===== src/rtl/plab3_mem_blocking_cache_alt_ctrl.sv =====
// rtl/plab3_mem_blocking_cache_alt_ctrl.sv - control unit for the 2-way write-back blocking cache
module plab3_mem_blocking_cache_alt_ctrl #(
  parameter int unsigned size           = 256,
  parameter int unsigned p_idx_shamt    = 0,
  parameter int unsigned p_opaque_nbits = 8
) (
  input  logic                      clk_i,
  input  logic                      reset_i,
  input  logic                      cachereq_val_i,
  output logic                      cachereq_rdy_o,
  output logic                      cacheresp_val_o,
  input  logic                      cacheresp_rdy_i,
  output logic                      memreq_val_o,
  input  logic                      memreq_rdy_i,
  input  logic                      memresp_val_i,
  output logic                      memresp_rdy_o,
  input  logic [2:0]                cachereq_type_i,
  input  logic [31:0]               cachereq_addr_i,
  input  logic [p_opaque_nbits-1:0] cachereq_opaque_i,
  output logic [p_opaque_nbits-1:0] cacheresp_opaque_o,
  input  logic                      tag_match_0_i,
  input  logic                      tag_match_1_i,
  output logic [1:0]                amo_sel_o,
  output logic                      cachereq_en_o,
  output logic                      memresp_en_o,
  output logic                      is_refill_o,
  output logic                      tag_array_0_wen_o,
  output logic                      tag_array_0_ren_o,
  output logic                      tag_array_1_wen_o,
  output logic                      tag_array_1_ren_o,
  output logic                      way_sel_o,
  output logic                      data_array_wen_o,
  output logic                      data_array_ren_o,
  output logic [15:0]               data_array_wben_o,
  output logic                      read_data_reg_en_o,
  output logic                      read_tag_reg_en_o,
  output logic [1:0]                read_byte_sel_o,
  output logic [2:0]                memreq_type_o,
  output logic [2:0]                cacheresp_type_o
);

  // two ways of 16-byte lines per set
  localparam int unsigned NSETS = size / 32;

  typedef enum logic [3:0] {
    S_IDLE, S_TCHK, S_INIT, S_RD, S_WR, S_AMOR, S_AMOW,
    S_EVP, S_EVQ, S_EVW, S_RFQ, S_RFW, S_RFU, S_WAIT
  } state_t;

  state_t                       state_q, state_d;
  logic                         way_q, way_d;
  logic [1:0][NSETS-1:0]        valid_q, valid_d;
  logic [1:0][NSETS-1:0]        dirty_q, dirty_d;
  logic [NSETS-1:0]             lru_q, lru_d;

  logic [2:0]  idx;
  logic        is_write, is_init, is_amo;
  logic        hit0, hit1, hit, victim, tchk_way;
  logic [15:0] word_wben;
  logic [2:0]  amo_t;
  logic        unused_addr;

  assign idx       = cachereq_addr_i[4+p_idx_shamt +: 3];
  assign is_write  = (cachereq_type_i == 3'd1);
  assign is_init   = (cachereq_type_i == 3'd2);
  assign is_amo    = (cachereq_type_i == 3'd3) || (cachereq_type_i == 3'd4) ||
                     (cachereq_type_i == 3'd5);
  assign hit0      = valid_q[0][idx] & tag_match_0_i;
  assign hit1      = valid_q[1][idx] & tag_match_1_i;
  assign hit       = hit0 | hit1;
  // fill an empty way first (way 0 before way 1), otherwise evict the LRU way
  assign victim    = !valid_q[0][idx] ? 1'b0 : (!valid_q[1][idx] ? 1'b1 : lru_q[idx]);
  assign tchk_way  = (!is_init && hit) ? !hit0 : victim;
  assign word_wben = 16'h000F << {cachereq_addr_i[3:2], 2'b00};
  assign amo_t     = cachereq_type_i - 3'd2;
  assign unused_addr = ^cachereq_addr_i;

  // state, way and per-line/per-set bookkeeping registers
  always_ff @(posedge clk_i) begin
    if (reset_i) begin
      state_q <= S_IDLE;
      way_q   <= 1'b0;
      valid_q <= '0;
      dirty_q <= '0;
      lru_q   <= '0;
    end else begin
      state_q <= state_d;
      way_q   <= way_d;
      valid_q <= valid_d;
      dirty_q <= dirty_d;
      lru_q   <= lru_d;
    end
  end

  // next-state, bookkeeping updates and datapath controls; all outputs held low in reset
  always_comb begin
    state_d            = state_q;
    way_d              = way_q;
    valid_d            = valid_q;
    dirty_d            = dirty_q;
    lru_d              = lru_q;
    cachereq_rdy_o     = 1'b0;
    cacheresp_val_o    = 1'b0;
    memreq_val_o       = 1'b0;
    memresp_rdy_o      = 1'b0;
    amo_sel_o          = 2'd0;
    cachereq_en_o      = 1'b0;
    memresp_en_o       = 1'b0;
    is_refill_o        = 1'b0;
    tag_array_0_wen_o  = 1'b0;
    tag_array_0_ren_o  = 1'b0;
    tag_array_1_wen_o  = 1'b0;
    tag_array_1_ren_o  = 1'b0;
    way_sel_o          = 1'b0;
    data_array_wen_o   = 1'b0;
    data_array_ren_o   = 1'b0;
    data_array_wben_o  = 16'h0000;
    read_data_reg_en_o = 1'b0;
    read_tag_reg_en_o  = 1'b0;
    read_byte_sel_o    = 2'd0;
    memreq_type_o      = 3'd0;
    cacheresp_type_o   = 3'd0;
    cacheresp_opaque_o = '0;
    if (!reset_i) begin
      way_sel_o          = way_q;
      read_byte_sel_o    = cachereq_addr_i[3:2];
      cacheresp_type_o   = cachereq_type_i;
      cacheresp_opaque_o = cachereq_opaque_i;
      case (state_q)
        S_IDLE: begin
          cachereq_rdy_o = 1'b1;
          if (cachereq_val_i) begin
            cachereq_en_o = 1'b1;
            state_d       = S_TCHK;
          end
        end
        S_TCHK: begin
          tag_array_0_ren_o = 1'b1;
          tag_array_1_ren_o = 1'b1;
          way_sel_o         = tchk_way;
          way_d             = tchk_way;
          if (is_init)                                    state_d = S_INIT;
          else if (hit && is_write)                       state_d = S_WR;
          else if (hit && is_amo)                         state_d = S_AMOR;
          else if (hit)                                   state_d = S_RD;
          else if (valid_q[victim][idx] && dirty_q[victim][idx]) state_d = S_EVP;
          else                                            state_d = S_RFQ;
        end
        S_INIT: begin
          tag_array_0_wen_o      = ~way_q;
          tag_array_1_wen_o      = way_q;
          data_array_wen_o       = 1'b1;
          data_array_wben_o      = word_wben;
          valid_d[way_q][idx]    = 1'b1;
          dirty_d[way_q][idx]    = 1'b0;
          lru_d[idx]             = ~way_q;
          state_d                = S_WAIT;
        end
        S_RD: begin
          data_array_ren_o   = 1'b1;
          read_data_reg_en_o = 1'b1;
          lru_d[idx]         = ~way_q;
          state_d            = S_WAIT;
        end
        S_WR: begin
          data_array_wen_o    = 1'b1;
          data_array_wben_o   = word_wben;
          dirty_d[way_q][idx] = 1'b1;
          lru_d[idx]          = ~way_q;
          state_d             = S_WAIT;
        end
        S_AMOR: begin
          data_array_ren_o   = 1'b1;
          read_data_reg_en_o = 1'b1;
          state_d            = S_AMOW;
        end
        S_AMOW: begin
          // read register keeps the pre-AMO value for the response
          amo_sel_o           = amo_t[1:0];
          data_array_wen_o    = 1'b1;
          data_array_wben_o   = word_wben;
          dirty_d[way_q][idx] = 1'b1;
          lru_d[idx]          = ~way_q;
          state_d             = S_WAIT;
        end
        S_EVP: begin
          tag_array_0_ren_o  = ~way_q;
          tag_array_1_ren_o  = way_q;
          data_array_ren_o   = 1'b1;
          read_data_reg_en_o = 1'b1;
          read_tag_reg_en_o  = 1'b1;
          state_d            = S_EVQ;
        end
        S_EVQ: begin
          memreq_val_o  = 1'b1;
          memreq_type_o = 3'd1;
          if (memreq_rdy_i) state_d = S_EVW;
        end
        S_EVW: begin
          memresp_rdy_o = 1'b1;
          if (memresp_val_i) state_d = S_RFQ;
        end
        S_RFQ: begin
          memreq_val_o  = 1'b1;
          memreq_type_o = 3'd0;
          if (memreq_rdy_i) state_d = S_RFW;
        end
        S_RFW: begin
          memresp_rdy_o = 1'b1;
          if (memresp_val_i) begin
            memresp_en_o = 1'b1;
            state_d      = S_RFU;
          end
        end
        S_RFU: begin
          is_refill_o         = 1'b1;
          data_array_wen_o    = 1'b1;
          data_array_wben_o   = 16'hFFFF;
          tag_array_0_wen_o   = ~way_q;
          tag_array_1_wen_o   = way_q;
          valid_d[way_q][idx] = 1'b1;
          dirty_d[way_q][idx] = 1'b0;
          if (is_write)    state_d = S_WR;
          else if (is_amo) state_d = S_AMOR;
          else             state_d = S_RD;
        end
        S_WAIT: begin
          cacheresp_val_o = 1'b1;
          if (cacheresp_rdy_i) state_d = S_IDLE;
        end
        default: state_d = S_IDLE;
      endcase
    end
  end

endmodule


===== config.mk =====
export PLATFORM = sky130hd
export DESIGN_NAME = plab3_mem_blocking_cache_alt_ctrl
export DESIGN_NICKNAME = d
export VERILOG_FILES = /design/src/rtl/plab3_mem_blocking_cache_alt_ctrl.sv
export SDC_FILE = /design/constraint.sdc
export NUM_CORES = 1
export LEC_CHECK = 0
export BUFFER_PORTS_ARGS = -buffer_cell sky130_fd_sc_hd__clkbuf_2
export CORE_UTILIZATION = 46
export DETAILED_ROUTE_END_ITERATION = 7
export GPL_TIMING_DRIVEN = 0
export HOLD_SLACK_MARGIN = 0.08
export PLACE_DENSITY = 0.77
export SLEW_MARGIN = 5
export SYNTH_ARGS = -nofsm -noshare
export SYNTH_HDL_FRONTEND = slang
export SYNTH_SLANG_ARGS = --single-unit

===== constraint.sdc =====
create_clock -name clk_i -period 2.1 [get_ports clk_i]
set_input_delay 0.105 -clock clk_i [delete_from_list [all_inputs] [get_ports clk_i]]
set_output_delay 0.105 -clock clk_i [all_outputs]
set_load 0.01 [all_outputs]

==> impl_results.md, run 1 <==
- Status: finished with violations
- Failing checks: negative setup slack
- Slew margin rel.: about half
- DR DRC count: 0
- Worst Hold Class: in -> reg
- PwrDens: 804 mW/mm^2
- Max Fclk: 0.410 GHz
- Antenna violations before repair: 0
- Routed len/inst: 16.5 um
- Met2 Resource Use GR: 46.4%
- Leakage power: 1.49 nW
- Final Max Tran Viols: 0
- Non-filler cells, final: 522
- TritonRoute pass-1 iters: 5
- Finish-stage setup viols: 4
- Number of library cell types mapped by synthesis: 52
- Worst-margin pin slew: ~0.75 ns
- Seq/Total Area, Yosys: 30.8%
- Period utilization: 116%
- Drt first-iter violations: 131
- CP required: 2.31 ns
- Final GP Congestion: 0.919
- Initial Util: 48.6%
- Hpwl dp: between 6000 and 7000 um
- Yosys warns: 0
- Unrepaired setup endpoints after global routing: true
- Most Used Layer, Global Route: met2
- Clk root buf: clkbuf_8
- CTS sink count: 45
- CTS Buffer Depth: 2
- Core area: 0.00603 mm^2
- Placed cell count: 512
- Hold depth: 3
- Final wirelength: 8630 um
- Reg2reg setup slack: -0.34 ns
- CTS tree: built
- Die width: between 80 and 90 um
- Mapped cell area: slightly below 0.003 mm^2
- Layout cells sized above 1: 34.7%
- Core Util, Final: 60.4%
- Total congestion overflow: 0
- CP startpoint: lru_q[7]
- Final hold viol count: 0
- Dpl ws: -0.627 ns
- Vias in the first global route: between 2000 and 3000
- Post-synth EDFFs: 0
- R2R depth: 9
- Cell Area, Placed: 0.00339 mm^2
- Die height: slightly above 80 um
- FF-to-FF End: state_q[3]
- Post-route worst setup slack: -0.341 ns
- Met3 usage: 6.67%
- H-tree depth: 2
- IO Pins: 101
- Crit-path max FO: 4
- Reg clk slew, reported paths: ~0.08 ns
- Worst Skew: just over 0.007 ns
- Post-DRT Antenna Nets: 0
- FF+latch count, synth: 45
- Top_reg_cell synth: dfxtp_1
- Layout Nets: between 400 and 500
- IO buf count: 71
- Worst-skew pair later-pin latency: 0.31 ns
- Kind of end point of the critical path: flop
- Maximum vdd drop: 0.512 mV
- Final instance area: about 0.0036 mm^2
- Die ar.: approximately 0.0067 mm^2
- Setup TNS: -1.17 ns
- First-pass GRT wire length: 13200 um
- GR Layer Usage met1: 31.2%
- Worst Path Arrival: 2.65 ns
- Critical path class: reg -> reg
- Row cnt: 28
- # diodes: 0
- Worst Hold Launch: reset_i
- Max-cap viol count: 0
- Min Clock Period, post-route: 2.44 ns
- Mapped Cells: between 300 and 400
- Synth async-reset ratio: 0%
- Num CTS Buffers: 5
- Worst setup SP type: flop
- Hold endpoint: state_q[3]
- Syn_area_per_cell: about 8 um^2
- Layout area overhead: 24.2%
- Tot GR Track Use: 26.6%
- Via count of the routed design: roughly 3100
- Reg-to-reg startpoint: lru_q[7]
- Pin count of the biggest net entering global routing: 16
- Via-per-instance ratio: 5.92
==> cells in the mapped netlist (3+ instances only) <==
cell type   n  area (um^2)
nand3_1     9         45.0
buf_4      15          113
and3_1      3         18.8
or2_2       3         18.8
nand2_1    14         52.6
nor2b_1    24          150
mux2i_1    12          120
inv_1       8         30.0
buf_1       4         15.0
a21oi_1    54          270
and2_1      4         25.0
nand2b_1   11         68.8
a22oi_1     3         22.5
mux2_2      4         45.0
a211oi_1   16          120
o21ai_0     5         25.0
nor3_1     12         60.1
a31oi_1     3         18.8
nor4_1      5         31.3
a311oi_1    9         78.8
dfxtp_1    45          901
clkbuf_1   23         86.3
nor2_1     40          150
mux4_1      3         78.8
==> cell type report <==
class	count	area [um^2]
Clock inverter	3	43.8
Sequential cell	45	910
Tap cell	75	93.8
Clock buffer	5	68.8
Multi-Input combinational cell	267	1850
Buffer	45	262
Fill cell	566	2390
Inverter	8	30.0
Timing Repair Buffer	74	379
==> worst max-delay path by stage <==
stage / end / cells after the start
after detailed placement: state_q[3] / 11
final: state_q[3] / 9
after global routing: state_q[3] / 9
after CTS: state_q[3] / 9
after global placement: state_q[3] / 11
after floorplan: state_q[3] / 9
==> worst max-delay path: stages, from the launching register on <==
cell and delay, ns:
dfxtp_2 0.33, mux4_2 0.49, mux2i_4 0.22, a31oi_4 0.14
buf_6 0.16, mux2_2 0.27, a31oi_2 0.15, and4b_2 0.28
nand2_1 0.06, a32o_1 0.24
==> metrics by stage <==
| step | total power, mW | hold slack, ns |
|---|---|---|
| 2_1_floorplan | 1.82 | 0.263 |
| 3_3_place_gp | 2.14 | 0.448 |
| 3_5_place_dp | 2.15 | 0.455 |
| 4_1_cts | 2.84 | 0.138 |
| 5_1_grt | 3.12 | 0.174 |
| 6_report | 2.92 | 0.158 |
==> power by group <==
part	switching [mW]	internal (mW)	total, mW
clock	0.315	0.357	0.671
combinational	0.770	0.505	1.28
sequential	0.0672	0.910	0.977
==> cells by family after synthesis <==
| kind of cell | Yosys count | share of synthesized area, % |
|---|---|---|
| simple gates | 136 | 24.1 |
| compound gates | 107 | 25.3 |
| buf+inv | 54 | 9.44 |
| flops | 45 | 30.8 |
| mux | 22 | 10.3 |
| other cells | 1 | 0.128 |
==> repair_timing <==
action / CTS / global route
setup buffers: 2 / 0
hold buffers: 0 / 0
gates resized for setup: 17 / 33
pin swaps: 7 / 2
gates cloned: 1 / 0
setup endpoints to repair: 48 / 44
==> per-layer routing <==
metal,routed length [um],part of all wire (%),up-vias
met5,0,0,-
met4,173,2.0,0
met3,746,8.6,20
met2,4140,48,167
met1,3570,41,1434
li1,-,-,1468
==> cell usage in the layout, fill, tap and decap left out, types with 9 or more instances in the layout <==
master    count
nor2_1       33
a311oi_1      9
buf_4        17
a21oi_1      52
clkbuf_1     15
clkbuf_2     75
a211oi_1     16
mux2i_1       9
nand2_1      14
dfxtp_1      38
nand2b_1     11
nor2b_1      24
Power figures use the tool's default switching activity.
==> run 2, diff against run 1 <==
--- a/config.mk
+++ b/config.mk
@@ -5,12 +5,13 @@
 export SDC_FILE = /design/constraint.sdc
 export NUM_CORES = 1
 export LEC_CHECK = 0
+export ABC_AREA = 1
 export BUFFER_PORTS_ARGS = -buffer_cell sky130_fd_sc_hd__clkbuf_2
-export CORE_UTILIZATION = 46
+export CORE_UTILIZATION = 45
 export DETAILED_ROUTE_END_ITERATION = 7
 export GPL_TIMING_DRIVEN = 0
 export HOLD_SLACK_MARGIN = 0.08
-export PLACE_DENSITY = 0.77
+export PLACE_DENSITY = 0.76
 export SLEW_MARGIN = 5
 export SYNTH_ARGS = -nofsm -noshare
 export SYNTH_HDL_FRONTEND = slang
==> run 2 against run 1 <==
- clock power grew 2%
- clock skew grew 0.0034 ns
- sequential share of layout area shrank 0.24 points
- register-to-register slack gained 0.40 ns
- via count grew 9.9%
- sequential power grew 6%
- core utilization grew 1.2 points
- the flow now finishes without violations
- worst hold slack lost 0.068 ns
- critical path depth grew 1
- flip-flop and latch count is the same
- synthesized cell count grew 33%
- synthesized area shrank 2.3%
==> impl_results.md, run 2 <==
- Leakage power: 1.85 nW (+24%)
- Number of library cell types mapped by synthesis: 32 (-38%)
- Top_reg_cell synth: dfxtp_1
- Critical path class: reg -> out
- Reg2reg setup slack: 0.06 ns (+0.40 ns)
- Via count of the routed design: 3396 (+9.9%)
- Min Clock Period, post-route: 2.05 ns (-0.390 ns)
- Die width: 81.8 um (about the same)
- Core Util, Final: 61.6% (+1.2 points)
- Reg clk slew, reported paths: 0.10 ns (+0.02 ns)
- Mapped cell area: 0.00286 mm^2 (-2.3%)
- TritonRoute pass-1 iters: 7 (+2)
- Final wirelength: 9200 um (+6.6%)
- Logic depth of the worst path, buffers included: 10 (+1)
- Row cnt: 28 (unchanged)
- Hold depth: 3 (unchanged)
- Clock power share: 22.8% (-0.2 points)
- Tot GR Track Use: 27.2% (+0.62 points)
- Most common cell in the synthesized netlist: nand2_1
- Num CTS Buffers: 5 (unchanged)
- Crit-path max FO: 5 (+1)
- CTS Hold Bufs: 0 (unchanged)
- Worst-skew pair later-pin latency: 0.31 ns (about the same)
- Worst Path Arrival: 1.95 ns (-0.70 ns)
- Max-cap viol count: 0 (unchanged)
- CTS Buffer Depth: 2 (unchanged)
- Final Max Tran Viols: 0 (unchanged)
- Setup TNS: 0 ns (+1.17 ns)
- FF+latch count, synth: 45 (unchanged)
- Critical path buffers and inverters: 5 (+4)
- Most common cell after layout, fill and taps aside: nand2_1
- Via-per-instance ratio: 5.22 (-12%)
- Die height: 81.8 um (about the same)
- PwrDens: 809 mW/mm^2 (+0.68%)
- CTS sink count: 45 (unchanged)
- R2R depth: 19 (+10)
- Post-route worst setup slack: 0.0488 ns (+0.390 ns)
- CP required: 2.00 ns (-0.31 ns)
- Dpl ws: -0.360 ns (+0.267 ns)
- CTS tree: built
- Yosys warns: 0 (unchanged)
- Internal power: 1.73 mW (-2.5%)
- Worst path top cell family by delay: buffers and inverters
- Post-synth EDFFs: 0 (unchanged)
- CP endpoint: data_array_wben_o[9]
- Total congestion overflow: 0 (unchanged)
- Die ar.: 0.00668 mm^2 (about the same)
- Crit-path slowest cell: dfxtp_4
- Syn_area_per_cell: 5.90 um^2 (-26%)
- # diodes: 0 (unchanged)
- Final hold viol count: 0 (unchanged)
- Share of the synthesized area in the top cell type: 31.5% (+0.71 points)
- Max Fclk: 0.488 GHz (+19%)
- Maximum vdd drop: 0.502 mV (-1.9%)
- Core area: 0.00603 mm^2 (unchanged)
- Placed cell count: 632 (+23%)
- Critical path's largest stage delay: 0.38 ns (-0.11 ns)
- Seq/Total Area, Yosys: 31.5% (+0.71 points)
- Routed len/inst: 14.1 um (-15%)
- Top cells by count, synth: nand2_1, nor2_1, inv_1
- Mapped Cells: 485 (+33%)
- Layout Nets: 626 (+26%)
- Post-DRT Antenna Nets: 0 (unchanged)
- DR DRC count: 0 (unchanged)
- Worst setup SP type: flop
- Most frequent cells in the layout: nand2_1, nor2_1, clkbuf_2
- CP startpoint: state_q[1]
- Period utilization: 97.7% (-19 points)
- Pin count of the biggest net entering global routing: 15 (-1)
- Synth area leader: dfxtp_1
- Kind of end point of the critical path: output port
- Worst-margin pin slew: 0.602 ns (-0.148 ns)
- Slew margin rel.: 59.9% (+10 points)
- Worst Skew: 0.0106 ns (+0.00340 ns)
- Synth area leaders: dfxtp_1, nand2_1, nor2_1, inv_1, nand3_1
- Logic pwr share: 42.7% (-0.9 points)
- H-tree depth: 2 (unchanged)
- Unrepaired setup endpoints after global routing: true
- First-pass GRT wire length: 13600 um (+3.0%)
- Layout area overhead: 29.7%
- Initial Util: 47.5% (-1.1 points)
- Net Sw Power: 1.28 mW (+11%)
- Layout cells sized above 1: 31.3% (-3.4 points)
- FF-to-FF End: state_q[2]
- Hpwl dp: 6680 um (+5.0%)
- Antenna violations before repair: 0 (unchanged)
- Worst Hold Class: in -> reg
- Finish-stage setup viols: 0 (-4)
- Final GP Congestion: 0.916 (-0.26%)
- Non-filler cells, final: 651 (+25%)
- Clk root buf: clkbuf_8
- Crit-path cells: inv_1 -> nor2_2 -> nand2_1 -> inv_2 -> nor2_1 -> nor2_1 -> inv_2 -> o31ai_4 -> buf_4 -> clkbuf_2
- Synth async-reset ratio: 0% (unchanged)
- Status: completed
- Drt first-iter violations: 178 (+36%)
- IO Pins: 101 (unchanged)
- Sw Ratio: 42.5% (+3.1 points)
- Vias in the first global route: 2896 (+6.5%)
- IO buf count: 71 (unchanged)
- Part of the power in registers: 34.5% (+1.1 points)
- Reg-to-reg startpoint: valid_q[10]
-- run 2: cell types whose count changed in the layout (fill, tap and decap cells not counted), sizes merged, moves of 11 or more --
cell	delta
mux2i	-13
nand2	+102
nor2b	-24
clkbuf	-12
a211oi	-16
nor2	+49
nand3	+24
o21ai	+19
inv	+65
nand2b	-11
a21oi	-34
nor3	+15
-- run 2: worst reg2reg max path, cell delays in order, from the launching register on --
cell     delay [ns]
dfxtp_2        0.34
nand2_2        0.05
nand2_2        0.10
nand2_2        0.06
nand2_2        0.08
inv_2          0.03
nand2_2        0.07
nand2_4        0.09
nand2_4        0.10
buf_6          0.14
nand2_2        0.06
nand3_2        0.07
nand2_1        0.06
nor2_2         0.11
nand4_1        0.15
nand2_1        0.13
nand3_1        0.08
nand2_1        0.09
nand2_1        0.06
a21oi_2        0.13
-- run 2: final cells by class --
cell class,count,area (um^2)
tap,75,93.8
timing repair buffer,83,440
multi-input combinational,332,1650
buffer,32,214
clock buffer,6,72.6
sequential,45,920
clock inverter,2,38.8
fill,603,2310
inverter,76,285
-- run 2: repair_timing --
| item | CTS | global route |
|---|---|---|
| gates cloned | 0 | 3 |
| endpoints found under the setup margin | 49 | 20 |
| pin swaps | 2 | 23 |
| gates resized for setup | 21 | 59 |
| buffers inserted | 2 | 7 |
-- run 2: worst min-delay path by stage --
stage	slack [ns]	from	end
after floorplan	0.26	cachereq_type_i[1]	amo_sel_o[1]
after global placement	0.43	cacheresp_rdy_i	state_q[2]
after detailed placement	0.43	cacheresp_rdy_i	state_q[2]
after CTS	0.10	cacheresp_rdy_i	state_q[2]
after global routing	0.12	cacheresp_rdy_i	state_q[2]
final	0.09	cacheresp_rdy_i	state_q[2]
-- run 2: power groups by stage --
stage               Combinational [mW]  Sequential (mW)  Clock, mW
floorplan                        0.787            0.985          0
global placement                  1.13             1.00          0
detailed placement                1.14             1.01          0
CTS                               1.18             1.01      0.688
global route                      1.42             1.04      0.719
finish                            1.28             1.04      0.685
-- run 2: kinds of logic (layout without fill, tap and decap cells) --
family,after synthesis,after routing,synth area share (%)
buffers and inverters,109,199,17.2
other,1,2,0.131
AOI/OAI and AO/OA,58,58,11.1
DFF,45,45,31.5
and+or+nand+nor,272,272,40.0
-- run 2: layer usage --
metal  track usage, %  wire, um
met3             3.67       808
met1             33.2      3680
met2             48.3      4450
met4             9.82       253
met5                0         0
-- run 2: metrics by stage --
stage	hold WS (ns)	power [mW]	instance area, um^2
5_1_grt	0.119	3.18	3710
3_3_place_gp	0.431	2.14	3320
4_1_cts	0.101	2.88	3510
6_report	0.0899	3.00	3710
2_1_floorplan	0.264	1.77	2870
3_5_place_dp	0.434	2.14	3320
==> run 3, diff against run 2 <==
--- a/config.mk
+++ b/config.mk
@@ -7,11 +7,12 @@
 export LEC_CHECK = 0
 export ABC_AREA = 1
 export BUFFER_PORTS_ARGS = -buffer_cell sky130_fd_sc_hd__clkbuf_2
-export CORE_UTILIZATION = 45
+export CORE_UTILIZATION = 47
+export CTS_BUF_LIST = sky130_fd_sc_hd__clkbuf_8
 export DETAILED_ROUTE_END_ITERATION = 7
 export GPL_TIMING_DRIVEN = 0
 export HOLD_SLACK_MARGIN = 0.08
-export PLACE_DENSITY = 0.76
+export PLACE_DENSITY = 0.79
 export SLEW_MARGIN = 5
 export SYNTH_ARGS = -nofsm -noshare
 export SYNTH_HDL_FRONTEND = slang
==> constraint.sdc (replaced) <==
create_clock -name clk_i -period 1.85 [get_ports clk_i]
set_input_delay 0.0925 -clock clk_i [delete_from_list [all_inputs] [get_ports clk_i]]
set_output_delay 0.0925 -clock clk_i [all_outputs]
set_load 0.01 [all_outputs]
==> run 3 against run 2 <==
- largest power group unchanged
- sequential share of layout area is 1.1 points lower
- critical path depth is 9 higher
- combinational power is 24% higher
- register-to-register slack worse by 0.29 ns
- the run now ends with negative setup slack left
- global-route usage is 3.6 points higher
- clock-buffer cell count is 1 lower
- clock power is 17% lower
==> impl_results.md, run 3 (synthesis gave the netlist of run 2 again) <==
- Max Fclk: 0.481 GHz
- Finish-stage setup viols: 21 (+21)
- Crit-path max FO: 5 (unchanged)
- Drt first-iter violations: 225 (+26%)
- Worst Skew: 0.00415 ns (-0.00641 ns)
- Failing checks: negative setup slack
- Layout Nets: 646 (+3.2%)
- Most common cell after layout, fill and taps aside: nand2_1
- Row cnt: 28 (unchanged)
- Worst-margin pin slew: 0.598 ns (-0.00424 ns)
- IO Pins: 101 (unchanged)
- Most used cell, CP: nand2_1
- CTS sink count: 45 (unchanged)
- Fillers: 550 (-8.8%)
- Worst Path Arrival: 2.31 ns (+0.36 ns)
- CTS Buffer Depth: 2 (unchanged)
- First-pass GRT wire length: 15000 um (+11%)
- Unrepaired setup endpoints after global routing: true
- Worst-skew pair later-pin latency: 0.29 ns (-0.02 ns)
- Max-cap viol count: 0 (unchanged)
- CTS tree: built
- Routed len/inst: 14.3 um (+1.1%)
- Vias in the first global route: 3254 (+12%)
- Layout cells sized above 1: 33.2% (+1.9 points)
- Core area: 0.00589 mm^2 (-2.3%)
- IO buf count: 71 (unchanged)
- Worst Hold Class: in -> reg
- Via-per-instance ratio: 5.30 (+1.6%)
- Final hold viol count: 0 (unchanged)
- Die width: 80.0 um (-2.1%)
- Min Clock Period, post-route: 2.08 ns
- CP required: 2.08 ns (+0.08 ns)
- Dpl ws: -0.539 ns (-0.179 ns)
- Crit-path cells: nand2_1 -> nand2_2 -> nand2_1 -> nand2_1 -> inv_1 -> nand2_2 -> nand2_4 -> nand2_4 -> buf_6 -> nand2_2 -> nand3_2 -> nand2_1 -> nor2_1 -> nand4_1 -> nand2_1 -> nand3_1 -> nand2_1 -> nand2_2 -> a21oi_2
- DR DRC count: 0 (unchanged)
- Die height: 80.0 um (-2.1%)
- Hpwl dp: 6650 um (-0.35%)
- Final Max Tran Viols: 0 (unchanged)
- TritonRoute pass-1 iters: 5 (-2)
- Tot GR Track Use: 30.8% (+3.6 points)
- Die ar.: 0.00641 mm^2 (-4.2%)
- Final wirelength: 9560 um (+3.9%)
- Reg clk slew, reported paths: 0.08 ns (-0.02 ns)
- # diodes: 0 (unchanged)
- Pin count of the biggest net entering global routing: 13 (-2)
- Setup TNS: -2.88 ns (-2.88 ns)
- Slew margin rel.: 60.2% (+0.28 points)
- Worst setup SP type: flop
- Num CTS Buffers: 5 (unchanged)
- Maximum vdd drop: 0.514 mV (+2.5%)
- Period utilization: 112%
- Kind of end point of the critical path: flop
- Post-DRT Antenna Nets: 0 (unchanged)
- CTS Hold Bufs: 0 (unchanged)
- PwrDens: 858 mW/mm^2 (+6.1%)
- Antenna violations before repair: 0 (unchanged)
- Clk root buf: clkbuf_8
- Critical path's largest stage delay: 0.34 ns (-0.04 ns)
- Status: finished with violations
- H-tree depth: 2 (unchanged)
- Critical path class: reg -> reg
- Layout area overhead: 35.1%
- Core Util, Final: 65.7% (+4.1 points)
- Total congestion overflow: 0 (unchanged)
- Final GP Congestion: 0.994 (+8.4%)
- Initial Util: 48.6% (+1.1 points)
- Leakage power: 1.93 nW (+4.5%)
- Post-route worst setup slack: -0.228 ns (-0.277 ns)
- Most frequent cells in the layout: nand2_1, nor2_1, clkbuf_2
- Crit-path slowest cell: dfxtp_1
- Via count of the routed design: 3546 (+4.4%)
==> run 3: cell type report <==
type                            count  area (um^2)  area share, %
Multi-Input combinational cell    332         1670           43.2
Sequential cell                    45          913           23.6
Timing Repair Buffer              102          601           15.5
Inverter                           76          289           7.48
Buffer                             32          220           5.70
Tap cell                           75         93.8           2.43
Clock buffer                        5         68.8           1.78
Clock inverter                      1         5.00          0.129
Timing Repair inverter              1         5.00          0.129
==> run 3: power breakdown <==
part           switching (mW)  internal (mW)  leakage, nW  total (mW)
clock network           0.318          0.249       0.0399       0.567
logic                    1.03          0.565         1.52        1.59
registers              0.0911           1.07        0.367        1.16
==> run 3: metrics by stage <==
| step | cell area, um^2 | instances | hold WS (ns) | total power [mW] |
|---|---|---|---|---|
| final | 3870 | 669 | 0.109 | 3.32 |
| after global routing | 3870 | 669 | 0.137 | 3.52 |
| after CTS | 3760 | 664 | 0.114 | 3.16 |
| after detailed placement | 3320 | 632 | 0.432 | 2.41 |
| after global placement | 3320 | 632 | 0.414 | 2.40 |
| after floorplan | 2870 | 486 | 0.239 | 2.01 |
==> run 3: path summary, 6_finish.rpt <==
kind,from,slack [ns],to,cells past startpoint
worst max-delay path,valid_q[12],-0.23,state_q[2],19
worst max register to register,valid_q[12],-0.23,state_q[2],19
worst min-delay path,memreq_rdy_i,0.11,state_q[3],4
worst min register to register,valid_q[13],0.48,valid_q[13],2
==> run 3: critical path, delay by kind of cell, from the launching register on <==
| family | cells | cell delay, ns |
|---|---|---|
| AND/OR/NAND/NOR | 16 | 1.37 |
| flip-flops | 1 | 0.34 |
| AO/OA/AOI/OAI | 1 | 0.12 |
| buffers and inverters | 2 | 0.18 |
==> run 3: repair_timing <==
| item | 4_1_cts | 5_1_grt |
|---|---|---|
| gates cloned | 2 | 1 |
| pin swaps | 11 | 15 |
| resized for setup | 58 | 28 |
| buffers inserted | 25 | 4 |
| hold endpoints to repair | 0 | 0 |
| endpoints found under the setup margin | 64 | 38 |
==> run 3: layer usage <==
metal | up-vias | wire (um) | GRT usage [%]
met1 | 1594 | 3870 | 35.2
met2 | 193 | 4520 | 54.3
met3 | 37 | 722 | 5.49
met5 | - | 0 | 0
met4 | 0 | 440 | 16.3
li1 | 1722 | - | -
